**src/rtl/gate_vector_driver.sv**
```systemverilog
// gate_vector_driver: drives every input combination of a WIDTH-input gate,
// holds each one for HOLD cycles and samples the gate's response on the last
// cycle of the hold. The response is checked against the AND of the vector,
// and mismatches are counted into a saturating counter. When mon_en is high
// on the sample cycle, a one-cycle log strobe carries the vector, the sampled
// response and the mismatch flag to a downstream recorder.
//
// Optional feature: define GATE_DRV_STOP_ON_ERR_EN to end the sweep at the
// first checked mismatch. Without it every sweep covers all 2^WIDTH vectors.
module gate_vector_driver #(
    parameter int WIDTH = 2,
    parameter int HOLD  = 10,
    parameter int ERR_W = 8
) (
    input  logic             clk,
    input  logic             rst,
    input  logic             start,
    input  logic             mon_en,
    input  logic             dut_y,
    output logic [WIDTH-1:0] vec_out,
    output logic             busy,
    output logic             done,
    output logic             pass,
    output logic [ERR_W-1:0] err_cnt,
    output logic             log_valid,
    output logic [WIDTH-1:0] log_vec,
    output logic             log_y,
    output logic             log_err
);

    // Hold counter only needs to reach HOLD-1; keep at least one bit for HOLD = 1.
    localparam int               HC_W      = (HOLD > 1) ? $clog2(HOLD) : 1;
    localparam logic [HC_W-1:0]  HOLD_LAST = HC_W'(HOLD - 1);
    localparam logic [WIDTH-1:0] VEC_LAST  = {WIDTH{1'b1}};
    localparam logic [ERR_W-1:0] ERR_MAX   = {ERR_W{1'b1}};

    typedef enum logic [1:0] {
        S_IDLE  = 2'd0,
        S_DRIVE = 2'd1,
        S_DONE  = 2'd2
    } state_t;

    state_t          r_state;
    logic [HC_W-1:0] r_hold_cnt;

    logic             w_sample;
    logic             w_check;
    logic             w_mismatch;
    logic             w_last;
    logic             w_stop;
    logic [ERR_W-1:0] w_err_next;

    // Saturating +1 for the mismatch counter.
    function automatic logic [ERR_W-1:0] sat_inc(input logic [ERR_W-1:0] v);
        return (v == ERR_MAX) ? v : v + ERR_W'(1);
    endfunction

    // Sample-cycle decode, mismatch against the AND reference, and sweep end.
    always_comb begin
        w_sample   = (r_state == S_DRIVE) && (r_hold_cnt == HOLD_LAST);
        w_check    = w_sample && mon_en;
        w_mismatch = (dut_y != (&vec_out));
        w_last     = (vec_out == VEC_LAST);
        w_err_next = (w_check && w_mismatch) ? sat_inc(err_cnt) : err_cnt;
`ifdef GATE_DRV_STOP_ON_ERR_EN
        w_stop     = w_last || (w_check && w_mismatch);
`else
        w_stop     = w_last;
`endif
    end

    // Sweep FSM with all outputs registered.
    always_ff @(posedge clk or posedge rst) begin
        if (rst) begin
            r_state    <= S_IDLE;
            r_hold_cnt <= '0;
            vec_out    <= '0;
            busy       <= 1'b0;
            done       <= 1'b0;
            pass       <= 1'b0;
            err_cnt    <= '0;
            log_valid  <= 1'b0;
            log_vec    <= '0;
            log_y      <= 1'b0;
            log_err    <= 1'b0;
        end else begin
            log_valid <= 1'b0;
            case (r_state)
                S_IDLE, S_DONE: begin
                    if (start) begin
                        r_state    <= S_DRIVE;
                        r_hold_cnt <= '0;
                        vec_out    <= '0;
                        busy       <= 1'b1;
                        done       <= 1'b0;
                        pass       <= 1'b0;
                        err_cnt    <= '0;
                    end
                end
                S_DRIVE: begin
                    if (w_sample) begin
                        r_hold_cnt <= '0;
                        err_cnt    <= w_err_next;
                        if (w_check) begin
                            log_valid <= 1'b1;
                            log_vec   <= vec_out;
                            log_y     <= dut_y;
                            log_err   <= w_mismatch;
                        end
                        if (w_stop) begin
                            r_state <= S_DONE;
                            busy    <= 1'b0;
                            done    <= 1'b1;
                            pass    <= (w_err_next == '0);
                        end else begin
                            vec_out <= vec_out + WIDTH'(1);
                        end
                    end else begin
                        r_hold_cnt <= r_hold_cnt + HC_W'(1);
                    end
                end
                default: r_state <= S_IDLE;
            endcase
        end
    end

endmodule

```
**config.mk**
```make
export PLATFORM = sky130hd
export DESIGN_NAME = gate_vector_driver
export DESIGN_NICKNAME = d
export VERILOG_FILES = /design/src/rtl/gate_vector_driver.sv
export SDC_FILE = /design/constraint.sdc
export NUM_CORES = 1
export LEC_CHECK = 0
export CORE_UTILIZATION = 40
export DETAILED_ROUTE_END_ITERATION = 16
export HOLD_SLACK_MARGIN = 0.06
export PLACE_DENSITY = 0.66
export SYNTH_ARGS = -nofsm -noshare
export SYNTH_HDL_FRONTEND = slang
export SYNTH_SLANG_ARGS = --single-unit
export TNS_END_PERCENT = 1
```
**constraint.sdc**
```tcl
create_clock -name clk -period 1.8 [get_ports clk]
set_input_delay 0.36 -clock clk [delete_from_list [all_inputs] [get_ports clk]]
set_output_delay 0.36 -clock clk [all_outputs]
set_load 0.02 [all_outputs]
```
# Yosys cells after proc, flatten, opt, wreduce, memory -nomap -nowiden
# Index checks and enable logic that the tools add are counted.
dict set report word_totals {
  regBits 24
  mem_bits_rw 0
  latchBits 0
  elab_cells 68
  mem_bits_ro 0
  inputBits 5
  output_inout_bits 18
  mem_count 0
}
dict set report classes {
  muxes 30
  multipliers 0
  n_lt_le_gt_ge 0
  div 0
  bitwise 0
  n_eq_ne 10
  shift 0
  n_reduce_logical 14
  add_sub_neg 3
}
# op n
set ops {}
lappend ops {{8-bit 2-to-1 mux} 4}
lappend ops {{8-bit case mux with 2 select lines} 1}
lappend ops {{2-bit 2-to-1 mux} 6}
lappend ops {{1-bit 2-to-1 mux} 11}
lappend ops {{3-bit AND reduction} 3}
lappend ops {{8-bit by 1-bit adder with 8-bit output, second input constant} 1}
lappend ops {{8-bit equality test, second input constant} 1}
lappend ops {{8-bit logical NOT} 1}
lappend ops {{4-bit 2-to-1 mux} 2}
lappend ops {{2-bit != test, second input constant} 4}
lappend ops {{2-bit case mux with 2 select lines} 2}
lappend ops {{4-bit case mux with 2 select lines} 1}
lappend ops {{4-bit AND reduction} 2}
lappend ops {{1-bit case mux with 2 select lines} 3}
lappend ops {{4-bit by 1-bit adder with 4-bit output, second input constant} 1}
lappend ops {{2-bit equality test, second input constant} 2}
lappend ops {{4-bit equality test, second input constant} 1}
lappend ops {{2-bit AND reduction} 2}
lappend ops {{1-bit logical AND} 3}
lappend ops {{2-bit by 1-bit adder with 2-bit output, second input constant} 1}
lappend ops {{2-bit by 1-bit equality test with 1-bit output, second input constant} 1}
lappend ops {{2-bit logical NOT} 1}
lappend ops {{2-bit nonzero test} 1}
lappend ops {{2-bit OR reduction} 1}
lappend ops {{1-bit != test} 1}

# Longest topological paths before layout
# Gate-level depths: netlist (run 1).
dict set report logic_depth {
  word_depth 9
  mapped_depth 8
  depth_no_buf 7
}

# Worst setup path after synthesis (run 1)
# No wires, ideal clock.
dict set report synth_timing {
  path_type {register to register}
  from {register vec_out[0]}
  to {register pass}
  period_less_slack_ps 2074
  stages_incl_launch_ff 7
  path_slack_ps -274
  arrival_time_ps 1982
  t_required_ps 1708
  path_buffers 0
  setup_time_ps 92
  cell_sequence {dfrtp_1 > ha_1 > xor2_2 > nand4b_4 > o31a_1 > a311o_1 > o31ai_2}
}
dict set report synth_between {
  elab_chain_len 8
  word_cells_on_any_way 11
  classes_between {3 x eq/ne; 4 x mux; 4 x reduce/logical}
}
# item line_no
set synth_lines {}
lappend synth_lines {{start: declaration} 20} ;# output logic [WIDTH-1:0] vec_out,
lappend synth_lines {{start signal: assignment} 116} ;# vec_out <= vec_out + WIDTH'(1);
lappend synth_lines {{2-bit AND reduction} 62} ;# w_mismatch = (dut_y != (&vec_out));
lappend synth_lines {{1-bit != test} 62}
lappend synth_lines {{1-bit logical AND} 64} ;# w_err_next = (w_check && w_mismatch) ? sat_inc(err_cnt) : err_cnt;
lappend synth_lines {{8-bit 2-to-1 mux} 64}
lappend synth_lines {{8-bit logical NOT} 114} ;# pass <= (w_err_next == '0);
lappend synth_lines {{1-bit 2-to-1 mux} 110} ;# if (w_stop) begin
lappend synth_lines {{1-bit 2-to-1 mux} 101} ;# if (w_sample) begin
lappend synth_lines {{1-bit case mux with 2 select lines} 88} ;# case (r_state)
lappend synth_lines {{end signal: assignment} 114}
lappend synth_lines {{end: declaration} 23} ;# output logic pass,
# Several ways; a longest one is shown, not always the timed one. The select of a mux whose other input is x is not followed.
# A chain may end at the register's enable or synchronous reset.

# Worst setup path in the final report (run 1)
dict set report layout_timing {
  from {register r_hold_cnt[1]}
  to {register pass}
}
dict set report layout_between {
  elab_chain_len 9
  word_cells_on_any_way 11
  classes_between {2 x eq/ne; 4 x mux; 5 x reduce/logical}
}
# item line_no
set layout_lines {}
lappend layout_lines {{start: declaration} 44} ;# logic [HC_W-1:0] r_hold_cnt;
lappend layout_lines {{start signal: assignment} 119} ;# r_hold_cnt <= r_hold_cnt + HC_W'(1);
lappend layout_lines {{4-bit equality test *} 60} ;# w_sample = (r_state == S_DRIVE) && (r_hold_cnt == HOLD_LAST);
lappend layout_lines {{1-bit logical AND *} 60}
lappend layout_lines {{1-bit logical AND} 61} ;# w_check = w_sample && mon_en;
lappend layout_lines {{1-bit logical AND} 64}
lappend layout_lines {{8-bit 2-to-1 mux} 64}
lappend layout_lines {{8-bit logical NOT} 114}
lappend layout_lines {{1-bit 2-to-1 mux} 110}
lappend layout_lines {{1-bit 2-to-1 mux} 101}
lappend layout_lines {{1-bit case mux with 2 select lines} 88}
# Mark *: on every way between the ends. The rest lies on a longest branch, timed or not. The select of a mux whose other input is x is not followed.

==> results of run 1 <==
[how the worst max path moves through the flow]
stage                                  end                 startpoint  slack (ps)
floorplan           err_cnt[0]$_DFFE_PP0P_  r_hold_cnt[1]$_DFFE_PP0P_         -10
global placement          pass$_DFFE_PP0P_                      dut_y        -300
detailed placement        pass$_DFFE_PP0P_                      dut_y        -460
CTS                       pass$_DFFE_PP0P_  r_hold_cnt[1]$_DFFE_PP0P_         -60
global route              pass$_DFFE_PP0P_  r_hold_cnt[1]$_DFFE_PP0P_        -220
finish                    pass$_DFFE_PP0P_  r_hold_cnt[1]$_DFFE_PP0P_         -50
[through the flow]
stage	setup WS (ps)	hold WS, ps
after floorplan	-12.4	374
after global placement	-305	458
after detailed placement	-463	471
after CTS	-59.8	385
after global routing	-215	400
final	-50.5	378
[registers in the layout (all words and copies together), names as in the netlist]
signal and flops:
log_vec 2, busy 1, pass 1, done 1
err_cnt 8, log_err 1, r_state 2, r_hold_cnt 4
vec_out 2, log_valid 1, log_y 1
[report_power, final]
group,internal [mW],switching (mW),total [mW]
Combinational,0.560,0.528,1.09
Clock,0.124,0.157,0.281
Sequential,0.692,0.113,0.805
Total,1.38,0.798,2.17
[placed cells by master, fill, tap and decap left out, drive strengths merged, types with 2 or more instances in the layout]
master,n
dfrtp,24
nor2b,2
nand2,16
clkbuf,4
o31ai,3
inv,5
ha,4
nand2b,2
mux2,4
a31oi,4
buf,30
o21ai,13
nand3b,2
a41oi,2
nor3,3
nor2,5
a21oi,7
nand3,7
and3,4
or4,2
dlymetal6s2s,2
o22ai,2
and4b,2
xor2,2
clkdlybuf4s50,16
a21o,3
dlygate4sd2,4
[final cells by class]
cell class	count	area (µm²)
multi-input cells	101	742
clock buffers	4	36.3
inverters	5	18.8
well taps	44	55.1
repair buffers	52	445
fillers	285	1170
flip-flops and latches	24	606
[tightest hold or removal path, delay by kind of cell]
kind / cells / cell delay [ps]
buffers and inverters: 3 / 730
[per-layer routing]
| metal | routed length [µm] | GRT usage |
|---|---|---|
| met5 | 0 | 0 |
| met4 | 17 | 0.0748 |
| met3 | 115 | 0.0262 |
| met2 | 1620 | 0.354 |
| met1 | 1390 | 0.271 |
[kinds of logic after synthesis]
family	synth area share
AOI/OAI and AO/OA	0.199
xor gates and xnor gates	0.0192
adders and majority gates	0.0384
buffers and inverters	0.0230
DFF	0.461
muxes	0.0422
and+or+nand+nor	0.218
[timing repair]
action | CTS | global route
endpoints found under the setup margin | 12 | 14
setup buffers | 1 | 0
gates resized for setup | 7 | 3
pin swaps | 0 | 1
==> impl_summary.txt, run 1 <==
----------------------------------------------------
[CTS]
  Post-CTS Hold Buffers ... 0
  Count of H-tree levels built during CTS ... 1
  Clock sink total ... 24
  Worst skew pair latency ... 310 ps
  Max Root-Sink Buffers ... 2
  Clock slew at reported path FFs ... 130 ps
  TritonCTS buffer count ... 3
  Clock tree from TritonCTS ... yes
  Root buf cell ... sky130_fd_sc_hd__clkbuf_4

[Critical path]
  Classification of the worst setup path ... flop to flop
  Peak fanout along the critical path ... 5
  Worst r2r path cells ... 7
  Crit-path leading delay family ... compound AO/OA/AOI/OAI gates
  List of cells traversed by the critical path ... inv_1, ha_1, and4b_2, nand4b_4, o31a_1, a311o_1, o31ai_2
  CP Buf/Inv Count ... 1
  Nature of the critical path startpoint ... flop
  FF-to-FF End ... pass$_DFFE_PP0P_
  Required time of the critical path ... 2030 ps
  Critical path arrival ... 2080 ps
  Category of the worst setup path capture point ... flop
  Cell with the largest stage delay on the worst path ... sky130_fd_sc_hd__dfrtp_1
  Stages on the worst setup path ... 7
  Reg-to-reg slack, setup ... -50 ps
  Worst path max stage delay ... 400 ps
  RR Startpoint ... r_hold_cnt[1]$_DFFE_PP0P_

[STA]
  Achievable Freq ... 540 MHz
  Sum of negative setup slack ... -63.3 ps
  Count of pins over their slew limit ... 0
  Relative slew margins ... 0.752
  Final clock skew ... 4.98 ps
  Final setup viols ... 4
  Final hold violations ... 0
  Final cycle utilization of the critical path ... 1.03
  Measured slew at the worst slew-check pin ... 370 ps
  Setup repair after global routing missed its margin ... yes
  Final Worst Setup Slack ... -50.5 ps
  Shortest period the worst path allows ... 1850 ps

[Global routing]
  Number of global-route vias before repair ... 1224
  First-pass GRT wire length ... 5460 µm
  Antenna violations before repair ... 0
  Pin count of the biggest net entering global routing ... 25
  Global route overflow ... 0
  GRT Util Overall ... 0.208

[Cells and area]
  Antenna fix cells ... 0
  Area overhead of the layout relative to synthesis ... 46.0%
  Cell Count, Final, Fillers Out ... 230
  Finished Cell Area ... 1900 µm²
  Share of post-route cells with drive strength above 1 ... 0.301
  Final net count ... 196
  Final core occ ... 0.618

[Drt]
  Pre-Repair DR Iteration Count ... 4
  Routed length per placed instance ... 13.7 µm
  DR vias/cell ... 5.47
  Routed via count ... 1258
  DRT Wirelength ... 3150 µm
  Count of nets left with antenna violations after detail routing ... 0
  DRT iter0 DRCs ... 59
  DRC Markers ... 0

[Logic synthesis]
  Async set-reset flop share out of synthesis ... 1.00
  Cell count after synthesis ... 133
  Post-synth top area cell ... sky130_fd_sc_hd__dfrtp_1
  Number of storage elements in the synthesis netlist ... 24
  Most repeated cell in the gate-level netlist after synthesis ... sky130_fd_sc_hd__dfrtp_1
  Synth Warn # ... 0
  Prevailing post-synth register cell ... sky130_fd_sc_hd__dfrtp_1
  Cell types with the highest counts after synthesis ... sky130_fd_sc_hd__dfrtp_1, sky130_fd_sc_hd__nand2_1, sky130_fd_sc_hd__o21ai_0
  Number of enable-type register cells in the synthesized netlist ... 0
  Mean cell area of the mapped netlist ... 9.80 µm²
  Cell area after technology mapping ... 1300 µm²
  Nets in the synthesized netlist ... 142
  Sequential area share after synthesis ... 0.461
  Yosys top cell area share ... 0.461
  Post-synthesis cell type count ... 38
  Ranking of synthesized cells by area ... sky130_fd_sc_hd__dfrtp_1, sky130_fd_sc_hd__o21ai_0, sky130_fd_sc_hd__nand2_1

[Place]
  GP Congestion ... 0.889
  Final HPWL from detailed placement ... 2470 µm
  Count of buffers inserted at the top-level ports ... 22
  Post-Place Cell Area ... 1840 µm²
  Number of cells in the design after placement ... 225

[Outcome]
  Failing checks ... setup timing
  Result of the run ... complete, but fails checks

[Die]
  Number of rows created at floorplan ... 20
  Initial Util ... 0.424
  Total die area ... 3490 µm²
  I/O pin count ... 23
  Standard cell core area ... 3080 µm²
  Vertical die dimension ... 59.1 µm
  X dimension of the die ... 59.1 µm

[Run]
  Max cap viols ... 0

[Pwr]
  Static Leak ... 0.922 nW
  Maximum vdd ir drop ... 744 µV
  Power density relative to cell area ... 1140 nW/µm²
  Total power of the final layout ... 2.17 mW

[Min path]
  Class of the worst hold path ... input pin to asynchronous set/reset pin

----------------------------------------------------
(Power assumes the default switching activity.)
==> run 2: changes to the inputs <==
--- a/config.mk
+++ b/config.mk
@@ -6,9 +6,11 @@
 export NUM_CORES = 1
 export LEC_CHECK = 0
 export CORE_UTILIZATION = 40
+export CTS_CLUSTER_DIAMETER = 30
 export DETAILED_ROUTE_END_ITERATION = 16
 export HOLD_SLACK_MARGIN = 0.06
 export PLACE_DENSITY = 0.66
+export SKIP_CTS_REPAIR_TIMING = 1
 export SYNTH_ARGS = -nofsm -noshare
 export SYNTH_HDL_FRONTEND = slang
 export SYNTH_SLANG_ARGS = --single-unit
==> run 2 against run 1 <==
Net effect: routed wire length up 0.35%; first-iteration DRC count down 12%; total power up 0.23%; via count unchanged; design area up 0.79%; the run still ends with setup timing left; clock skew down 1.6 ps; critical endpoint unchanged.
==> impl_summary.txt, run 2 (synthesis results as in run 1) <==
----------------------------------------------------
[Outcome]
  Result of the run ... complete, but fails checks
  Failing checks ... setup timing

[Critical path]
  Category of the worst setup path capture point ... flop
  Classification of the worst setup path ... flop to flop
  Nature of the critical path startpoint ... flop
  Required time of the critical path ... 2030 ps (about the same)
  Critical path arrival ... 2080 ps (about the same)
  Peak fanout along the critical path ... 5 (unchanged)

[Die]
  Initial Util ... 0.424 (unchanged)
  Vertical die dimension ... 59.1 µm (unchanged)
  Number of rows created at floorplan ... 20 (unchanged)
  X dimension of the die ... 59.1 µm (unchanged)
  Total die area ... 3490 µm² (unchanged)
  Standard cell core area ... 3080 µm² (unchanged)
  I/O pin count ... 23 (unchanged)

[Global routing]
  GRT Util Overall ... 0.208 (unchanged)
  Antenna violations before repair ... 0 (unchanged)
  First-pass GRT wire length ... 5460 µm (unchanged)
  Pin count of the biggest net entering global routing ... 25 (unchanged)
  Number of global-route vias before repair ... 1223 (-0.082%)
  Global route overflow ... 0 (unchanged)

[STA]
  Final Worst Setup Slack ... -52.9 ps (-2.43 ps)
  Final clock skew ... 3.34 ps (-1.64 ps)
  Relative slew margins ... 0.744 (-0.00776)
  Final setup viols ... 2 (-2)
  Count of pins over their slew limit ... 0 (unchanged)
  Sum of negative setup slack ... -59.2 ps (+4.11 ps)
  Measured slew at the worst slew-check pin ... 381 ps (+11.6 ps)
  Shortest period the worst path allows ... 1850 ps (+2.43 ps)
  Final hold slack ... 376 ps (-1.83 ps)
  Setup repair after global routing missed its margin ... yes
  Achievable Freq ... 540 MHz (-0.13%)
  Final hold violations ... 0 (unchanged)
  Final cycle utilization of the critical path ... 1.03 (+0.00135)

[Drt]
  Pre-Repair DR Iteration Count ... 4 (unchanged)
  DRT Wirelength ... 3160 µm (+0.35%)
  Routed via count ... 1258 (unchanged)
  Count of nets left with antenna violations after detail routing ... 0 (unchanged)
  DRT iter0 DRCs ... 52 (-12%)
  DR vias/cell ... 5.47 (unchanged)
  DRC Markers ... 0 (unchanged)
  Routed length per placed instance ... 13.7 µm (+0.35%)

[Run]
  Max cap viols ... 0 (unchanged)

[Place]
  Post-Place Cell Area ... 1840 µm² (unchanged)
  Post-placement setup slack ... -463 ps (unchanged)
  Count of buffers inserted at the top-level ports ... 22 (unchanged)
  GP Congestion ... 0.889 (unchanged)
  Number of cells in the design after placement ... 225 (unchanged)
  Final HPWL from detailed placement ... 2470 µm (unchanged)

[Min path]
  Class of the worst hold path ... input pin to asynchronous set/reset pin

[Cells and area]
  Largest register FFs ... 8 (unchanged)
  Cell Count, Final, Fillers Out ... 230 (unchanged)
  Final net count ... 196 (unchanged)
  Finished Cell Area ... 1920 µm² (+0.79%)
  Most frequent cells in the layout ... sky130_fd_sc_hd__buf_4, sky130_fd_sc_hd__dfrtp_1, sky130_fd_sc_hd__nand2_1, sky130_fd_sc_hd__clkdlybuf4s50_1, sky130_fd_sc_hd__o21ai_0
  Register with the most flip-flops ... err_cnt
  Most common cell after layout, fill and taps aside ... sky130_fd_sc_hd__buf_4
  # fillers ... 281 (-1.4%)
  Biggest registers after layout ... err_cnt (8), r_hold_cnt (4)
  Share of post-route cells with drive strength above 1 ... 0.301 (unchanged)
  Area overhead of the layout relative to synthesis ... 47.1%
  Antenna fix cells ... 0 (unchanged)

[CTS]
  Clock sink total ... 24 (unchanged)
  Clock tree from TritonCTS ... yes
  Count of H-tree levels built during CTS ... 1 (unchanged)
  Max Root-Sink Buffers ... 2 (unchanged)
  Clock slew at reported path FFs ... 130 ps (about the same)
  Root buf cell ... sky130_fd_sc_hd__clkbuf_4
  Worst skew pair latency ... 310 ps (about the same)
  TritonCTS buffer count ... 3 (unchanged)

[Pwr]
  Maximum vdd ir drop ... 745 µV (about the same)
  Static Leak ... 0.975 nW (+5.7%)
  Power density relative to cell area ... 1140 nW/µm² (-0.56%)

----------------------------------------------------
-- run 2: cell count changes in the layout (fill, tap and decap cells not counted) --
cell and delta:
sky130_fd_sc_hd__dlymetal6s2s_1 +4, sky130_fd_sc_hd__dlygate4sd2_1 -4
-- run 2: metrics by stage --
| step | util | total power [mW] |
|---|---|---|
| floorplan | - | 1.37 |
| finish | 0.623 | 2.18 |
| CTS | 0.611 | 2.19 |
| global route | 0.623 | 2.35 |
| global placement | 0.599 | 1.87 |
| detailed placement | 0.599 | 1.90 |
-- run 2: power breakdown --
| group | leakage, nW | internal [mW] | switching, mW | total (mW) |
|---|---|---|---|---|
| Sequential | 0.307 | 0.692 | 0.111 | 0.804 |
| Combinational | 0.647 | 0.564 | 0.529 | 1.09 |
| Clock | 0.0210 | 0.124 | 0.158 | 0.282 |
| Total | 0.975 | 1.38 | 0.798 | 2.18 |
-- run 2: worst max-delay path, stage by stage, from the launching register on --
cell and delay (ps):
sky130_fd_sc_hd__dfrtp_1 400, sky130_fd_sc_hd__inv_1 50, sky130_fd_sc_hd__ha_1 160, sky130_fd_sc_hd__and4b_2 290, sky130_fd_sc_hd__nand4b_4 150, sky130_fd_sc_hd__nor4b_2 350, sky130_fd_sc_hd__o22ai_1 140, sky130_fd_sc_hd__o31ai_2 230
-- run 2: cell type report --
cell class | count | area, µm² | share of cell area
Sequential cell | 24 | 606 | 0.316
Inverter | 5 | 18.8 | 0.00978
Clock buffer | 4 | 36.3 | 0.0189
Timing Repair Buffer | 52 | 460 | 0.240
Multi-Input combinational cell | 101 | 742 | 0.387
Tap cell | 44 | 55.1 | 0.0287
-- run 2: final timing paths --
| path | from | endpoint | slack, ps | cells past startpoint |
|---|---|---|---|---|
| worst min-delay path | rst | err_cnt[5]$_DFFE_PP0P_ | 380 | 3 |
| min in group clk | log_err$_DFFE_PP0P_ | log_err$_DFFE_PP0P_ | 490 | 2 |
| worst max register to register | r_hold_cnt[1]$_DFFE_PP0P_ | pass$_DFFE_PP0P_ | -50 | 7 |
| worst min register to register | log_err$_DFFE_PP0P_ | log_err$_DFFE_PP0P_ | 490 | 2 |
| max in group asynchronous | rst | vec_out[1]$_DFFE_PP0P_ | 1170 | 3 |
| worst max-delay path | r_hold_cnt[1]$_DFFE_PP0P_ | pass$_DFFE_PP0P_ | -50 | 7 |
-- run 2: per-layer routing --
metal,vias to the layer above,routed length [µm],GRT usage
li1,609,-,-
met1,616,1400,0.271
met2,31,1620,0.354
met3,2,116,0.0262
met4,0,18,0.0748
met5,-,0,0
